--- src/rtl/control_sequencer_pkg.sv ---
// control_sequencer_pkg: shared decode enums, sequencer state encoding and the
// branch-resolution helper used by control_sequencer.
`default_nettype none

package control_sequencer_pkg;

    localparam int unsigned RETIRE_WIDTH = 32;

    typedef enum logic [3:0] {
        ALU_OP_ADD     = 4'd0,
        ALU_OP_SUB     = 4'd1,
        ALU_OP_AND     = 4'd2,
        ALU_OP_OR      = 4'd3,
        ALU_OP_XOR     = 4'd4,
        ALU_OP_SLT     = 4'd5,
        ALU_OP_SLL     = 4'd6,
        ALU_OP_SRL     = 4'd7,
        ALU_OP_INVALID = 4'hF
    } t_alu_operation;

    typedef enum logic [1:0] {
        BRANCH_NONE = 2'd0,
        BRANCH_NE   = 2'd1,
        BRANCH_JUMP = 2'd2
    } t_branch_condition;

    typedef enum logic [2:0] {
        ST_FETCH     = 3'd0,
        ST_DECODE    = 3'd1,
        ST_EXECUTE   = 3'd2,
        ST_MEMORY    = 3'd3,
        ST_WRITEBACK = 3'd4,
        ST_HALTED    = 3'd5,
        ST_TRAP      = 3'd6
    } t_sequencer_state;

    function automatic logic branch_taken(input t_branch_condition cond,
                                          input logic              alu_zero);
        return (cond == BRANCH_JUMP) || ((cond == BRANCH_NE) && !alu_zero);
    endfunction

endpackage

`default_nettype wire

--- src/rtl/control_sequencer_instret.sv ---
// instret_counter: free-running retired-instruction counter, wraps modulo 2^32.
`default_nettype none

module instret_counter
    import control_sequencer_pkg::*;
(
    input  logic                    i_clk,
    input  logic                    i_reset_n,
    input  logic                    i_increment,
    output logic [RETIRE_WIDTH-1:0] o_count
);

    logic [RETIRE_WIDTH-1:0] count_q;

    always_ff @(posedge i_clk or negedge i_reset_n) begin
        if (!i_reset_n) begin
            count_q <= '0;
        end else if (i_increment) begin
            count_q <= count_q + RETIRE_WIDTH'(1);
        end
    end

    assign o_count = count_q;

endmodule

`default_nettype wire

--- src/rtl/control_sequencer.sv ---
// control_sequencer: multi-cycle fetch/decode/execute/memory/writeback control FSM
// with fetch timeout. Optional illegal-instruction trap state under SEQUENCER_TRAP_EN.
`default_nettype none

module control_sequencer
    import control_sequencer_pkg::*;
#(
    parameter int unsigned FETCH_TIMEOUT_CYCLES = 16
) (
    input  logic              i_clk,
    input  logic              i_reset_n,
    input  logic              i_imem_valid,
    input  logic              i_dmem_ready,
    input  t_alu_operation    i_alu_operation,
    input  t_branch_condition i_branch_condition,
    input  logic              i_destination_register_write_enable,
    input  logic              i_memory_write_enable,
    input  logic              i_alu_zero,
    input  logic              i_halt,
    output logic              o_imem_request,
    output logic              o_instruction_load,
    output logic              o_dmem_request,
    output logic              o_register_write_enable,
    output logic              o_pc_write_enable,
    output logic              o_pc_select,
    output t_sequencer_state  o_state,
    output logic [31:0]       o_retired_count,
    output logic              o_fetch_fault
`ifdef SEQUENCER_TRAP_EN
    ,
    output logic              o_illegal_instruction
`endif
);

    localparam int unsigned WAIT_W = $clog2(FETCH_TIMEOUT_CYCLES + 1);
    localparam logic [WAIT_W-1:0] WAIT_LAST = WAIT_W'(FETCH_TIMEOUT_CYCLES - 1);

    t_sequencer_state  state_q, state_d;
    logic [WAIT_W-1:0] wait_q, wait_d;
    logic              fault_q, fault_d;

    logic imem_req, instr_load, dmem_req, reg_we, pc_we, pc_sel, retire, illegal;
    logic invalid_as_nop;

`ifdef SEQUENCER_TRAP_EN
    assign invalid_as_nop = 1'b0;
`else
    assign invalid_as_nop = (i_alu_operation == ALU_OP_INVALID);
`endif

    always_ff @(posedge i_clk or negedge i_reset_n) begin
        if (!i_reset_n) begin
            state_q <= ST_FETCH;
            wait_q  <= '0;
            fault_q <= 1'b0;
        end else begin
            state_q <= state_d;
            wait_q  <= wait_d;
            fault_q <= fault_d;
        end
    end

    // wait_d defaults to zero so the counter is clear whenever FETCH is entered.
    always_comb begin
        state_d    = state_q;
        wait_d     = '0;
        fault_d    = fault_q;
        imem_req   = 1'b0;
        instr_load = 1'b0;
        dmem_req   = 1'b0;
        reg_we     = 1'b0;
        pc_we      = 1'b0;
        pc_sel     = 1'b0;
        retire     = 1'b0;
        illegal    = 1'b0;
        unique case (state_q)
            ST_FETCH: begin
                imem_req = 1'b1;
                wait_d   = wait_q + WAIT_W'(1);
                if (i_imem_valid) begin
                    instr_load = 1'b1;
                    state_d    = ST_DECODE;
                end else if (wait_q == WAIT_LAST) begin
                    fault_d = 1'b1;
                    state_d = ST_HALTED;
                end
            end
            ST_DECODE: state_d = ST_EXECUTE;
            ST_EXECUTE: begin
`ifdef SEQUENCER_TRAP_EN
                if ((i_alu_operation == ALU_OP_INVALID) &&
                    (i_branch_condition != BRANCH_JUMP)) begin
                    state_d = ST_TRAP;
                end else
`endif
                if (i_memory_write_enable) begin
                    state_d = ST_MEMORY;
                end else begin
                    state_d = ST_WRITEBACK;
                end
            end
            ST_MEMORY: begin
                dmem_req = 1'b1;
                if (i_dmem_ready) begin
                    state_d = ST_WRITEBACK;
                end
            end
            ST_WRITEBACK: begin
                pc_we   = 1'b1;
                retire  = 1'b1;
                reg_we  = i_destination_register_write_enable && !invalid_as_nop;
                pc_sel  = !invalid_as_nop && branch_taken(i_branch_condition, i_alu_zero);
                state_d = i_halt ? ST_HALTED : ST_FETCH;
            end
            ST_HALTED: state_d = ST_HALTED;
`ifdef SEQUENCER_TRAP_EN
            ST_TRAP: illegal = 1'b1;
`endif
            default: state_d = ST_FETCH;
        endcase
    end

    instret_counter u_instret (
        .i_clk       (i_clk),
        .i_reset_n   (i_reset_n),
        .i_increment (retire),
        .o_count     (o_retired_count)
    );

    // Strobes are gated by the reset pin so they drop immediately, not at the next edge.
    assign o_imem_request          = imem_req   & i_reset_n;
    assign o_instruction_load      = instr_load & i_reset_n;
    assign o_dmem_request          = dmem_req   & i_reset_n;
    assign o_register_write_enable = reg_we     & i_reset_n;
    assign o_pc_write_enable       = pc_we      & i_reset_n;
    assign o_pc_select             = pc_sel     & i_reset_n;
    assign o_state                 = state_q;
    assign o_fetch_fault           = fault_q;

`ifdef SEQUENCER_TRAP_EN
    assign o_illegal_instruction = illegal & i_reset_n;
`else
    logic unused_illegal;
    assign unused_illegal = illegal;
`endif

endmodule

`default_nettype wire

--- config.mk ---
export PLATFORM = sky130hd
export DESIGN_NAME = control_sequencer
export DESIGN_NICKNAME = d
export VERILOG_FILES = /design/src/rtl/control_sequencer_pkg.sv /design/src/rtl/control_sequencer_instret.sv /design/src/rtl/control_sequencer.sv
export SDC_FILE = /design/constraint.sdc
export NUM_CORES = 1
export LEC_CHECK = 0
export ABC_AREA = 1
export CAP_MARGIN = 20
export CORE_ASPECT_RATIO = 0.9
export CORE_MARGIN = 3
export CORE_UTILIZATION = 45
export DETAILED_ROUTE_END_ITERATION = 8
export GPL_TIMING_DRIVEN = 0
export PLACE_DENSITY = 0.75
export SLEW_MARGIN = 20
export SYNTH_ARGS = -nofsm -noshare
export SYNTH_HDL_FRONTEND = slang
export SYNTH_HIERARCHICAL = 1
export SYNTH_SLANG_ARGS = --single-unit
--- constraint.sdc ---
create_clock -name i_clk -period 1.5 [get_ports i_clk]
set_input_delay 0.3 -clock i_clk [delete_from_list [all_inputs] [get_ports i_clk]]
set_output_delay 0.3 -clock i_clk [all_outputs]
set_load 0.02 [all_outputs]
==> impl_metrics.yaml <==
layout:
  seq_area_mm2: 0.00103
  final_area_mm2: 0.00340
  layout-drive-gt1-share_pct: 22.4
  multi_input_area_mm2: 0.00134
  fillers: 419
  final_cells: 453
  antenna_cells: 0
  layout_commonest_cell: "nand2_1"
  synthToLayoutAreaGrowth_pct: 46.1
  final_cell_mix: "85 x nand2_1, 42 x nor2_1, 37 x dfrtp_1"
  utilization_pct: 69.1
  fin_nets: 404
placed_design:
  place_congestion: 0.858
  post-place-ws_ns: -0.553
  placedCellCount: 425
  dp.final_hpwl_um: 4270
  io_buffer_count: 55
  dpl_cell_area_mm2: 0.00302
route:
  drc: 0
  vias: 2252
  drtIter0Drc: 225
  wl_um: 6220
  drt_pass1_iterations: 4
  ant_nets: 0
  wl_per_cell_um: 13.7
  vias_per_cell: 4.97
outcome:
  violations: "setup timing"
  status: "complete, but fails checks"
worst_setup_path:
  cp-startpoint: "o_state[0]"
  crit_path_start_kind: "flip-flop"
  reg2reg_slack_ns: -0.15
  crit_cells: 4
  worstSetupPathType: "reg -> out"
  timing.critical_path.buf_inv: 1
  path_max_fanout: 5
  required_ns: 1.20
  worstRegToRegCells: 9
  crit_chain: "nor3_4, nand3_2, nor2_2, buf_6"
  crit_slowest_cell: "dfrtp_2"
  critical-path-max-stage-delay_ns: 0.49
  cp-endpoint: "o_pc_select"
  endpoint_kind: "output port"
  rr_endpoint: "u_instret/o_count[29]"
  arrival_ns: 1.37
  reg2reg_from: "o_state[0]"
  critPathTopFamily: "flip-flops"
yosys:
  ys_ff_latch: 41
  synth_area_leaders: "dfrtp_1 44%, nand2_1 14%, nor2_1 7.6%, inv_1 5.3%, nand3_1 4.9%"
  mappedNetlistArea_mm2: 0.00233
  syn_area_per_cell_um2: 7.66
  synth_edf_count: 0
  yosys_warnings: 6
  synth_ff_type: "dfrtp_1"
  async_flop_share_pct: 100
  synth.distinct_cells: 23
  synth_top_area_share_pct: 44.1
  yosysTopAreaCell: "dfrtp_1"
  syn_inst: 304
  synthesis.nets: 321
  ys_seq_area_share_pct: 44.1
flow_run:
  max-cap-violations: 0
sta:
  relSlewSlack_pct: 49.4
  finalCritPeriodShare_pct: 111
  setup_viol: 27
  slew_violations: 0
  finalClockSkew_ns: 0.00650
  timing.fmax_mhz: 600
  fin_hold_ws_ns: 0.467
  setup_slack_ns: -0.168
  tightest_slew_ns: 0.756
  hold_viol: 0
  rsz0062_at_grt: "true"
  min_period_ns: 1.67
  tns_ns: -2.19
power_and_ir_drop:
  netSwitchingPower_mw: 1.41
  seqPwrFrac_pct: 38.5
  internal_power_mw: 2.32
  power.density_mw_per_mm2: 1100
  comb_power_share_pct: 39.7
  ir_drop_mv: 1.00
  swShare_pct: 37.8
  leakage_nw: 1.69
  total_power_mw: 3.73
  clockPowerShare_pct: 21.7
floorplanning:
  ioPinCount: 56
  core_mm2: 0.00492
  initial_core_util_pct: 47.3
  dieHeight_um: 74.2
  dieWidth_um: 81.8
  row_count: 24
  die-area_mm2: 0.00607
global_route:
  grt_antenna_before_repair: 0
  grt_util_met1_pct: 31.1
  grt_pass1_wl_um: 10100
  grt_max_degree: 25
  gr-total-overflow: 0
  grt_util_all_layers_pct: 21.7
  grt_busiest_layer: "met2"
  grt_pass1_vias: 2091
  met3_usage_pct: 3.63
  use_met2_pct: 34.4
cts:
  htreeDepth: 2
  clk_pin_slew_ns: 0.08
  clockRootBuffer: "clkbuf_8"
  clk_path_buf_depth: 2
  clock_latency_ns: 0.29
  cts.sinks: 41
  cts_tree: "built"
  numCtsBuffers: 5
worst_hold_path:
  hp-class: "reg -> reg"
[power by group through the flow]
stage / Combinational [mW] / Clock [mW] / Sequential [mW]
4_1_cts: 1.29 / 0.815 / 1.38
5_1_grt: 1.60 / 0.882 / 1.46
3_3_place_gp: 1.10 / 0 / 1.41
2_1_floorplan: 0.600 / 0 / 1.50
3_5_place_dp: 1.11 / 0 / 1.41
6_report: 1.48 / 0.810 / 1.44
[worst min path at each step]
stage	startpoint	end	slack [ns]	cells past startpoint
6_report	o_fetch_fault	o_fetch_fault	0.47	1
3_5_place_dp	i_reset_n	u_instret/o_count[19]	0.28	1
5_1_grt	o_fetch_fault	o_fetch_fault	0.49	1
4_1_cts	wait_q[0]	wait_q[0]	0.46	1
2_1_floorplan	i_reset_n	o_fetch_fault	0.004	0
3_3_place_gp	o_fetch_fault	o_fetch_fault	0.44	1
[worst reg2reg max path, cell delays in order (launching register included)]
cell	delay, ns
dfrtp_2	0.49
nor3_4	0.22
buf_6	0.15
inv_4	0.06
nor2_4	0.14
nand3_4	0.12
nor2_4	0.17
nand2_1	0.07
nand2_1	0.07
nand2_1	0.05
[metal layers]
metal,vias to the layer above,share of wire (%)
li1,1112,-
met1,1079,46
met2,57,49
met3,4,4.1
met4,0,0.74
met5,-,0
[Yosys cell counts (all sizes together), types with 3 or more instances]
cell type and count:
nor2 63, nand4 3, xnor2 6, inv 36, nand2 92, nor3 6
nand3 25, dfrtp 41, nand3b 8, ha 3, xor2 12
[registers in the layout, summed over array words and instances (netlist names)]
signal / count
wait_q: 5
o_state: 3
u_instret/o_count: 32
o_fetch_fault: 1
[layout make-up]
| cell class | count | area share [%] |
|---|---|---|
| multi-input combinational | 225 | 39.3 |
| sequential | 41 | 30.3 |
| timing repair buffer | 78 | 20.9 |
| inverter | 36 | 4.12 |
| clock buffer | 7 | 2.83 |
| tap | 65 | 2.39 |
| clock inverter | 1 | 0.147 |
[cell families after synthesis]
group	count (synthesis)	share of synthesized area, %
DFF	41	44.1
xor gates and xnor gates	18	6.77
adders and majority gates	3	1.61
and+or+nand+nor	201	40.0
AOI/OAI and AO/OA	3	0.752
buffers and inverters	38	6.77
[what timing repair did]
item | 4_1_cts | 5_1_grt
hold endpoints to repair | 17 | 0
pin swaps | 3 | 16
setup buffers | 10 | 10
hold buffers | 2 | 0
endpoints found under the setup margin | 64 | 34
resized for setup | 80 | 39
Note: power is estimated with default switching activity, not from simulation.
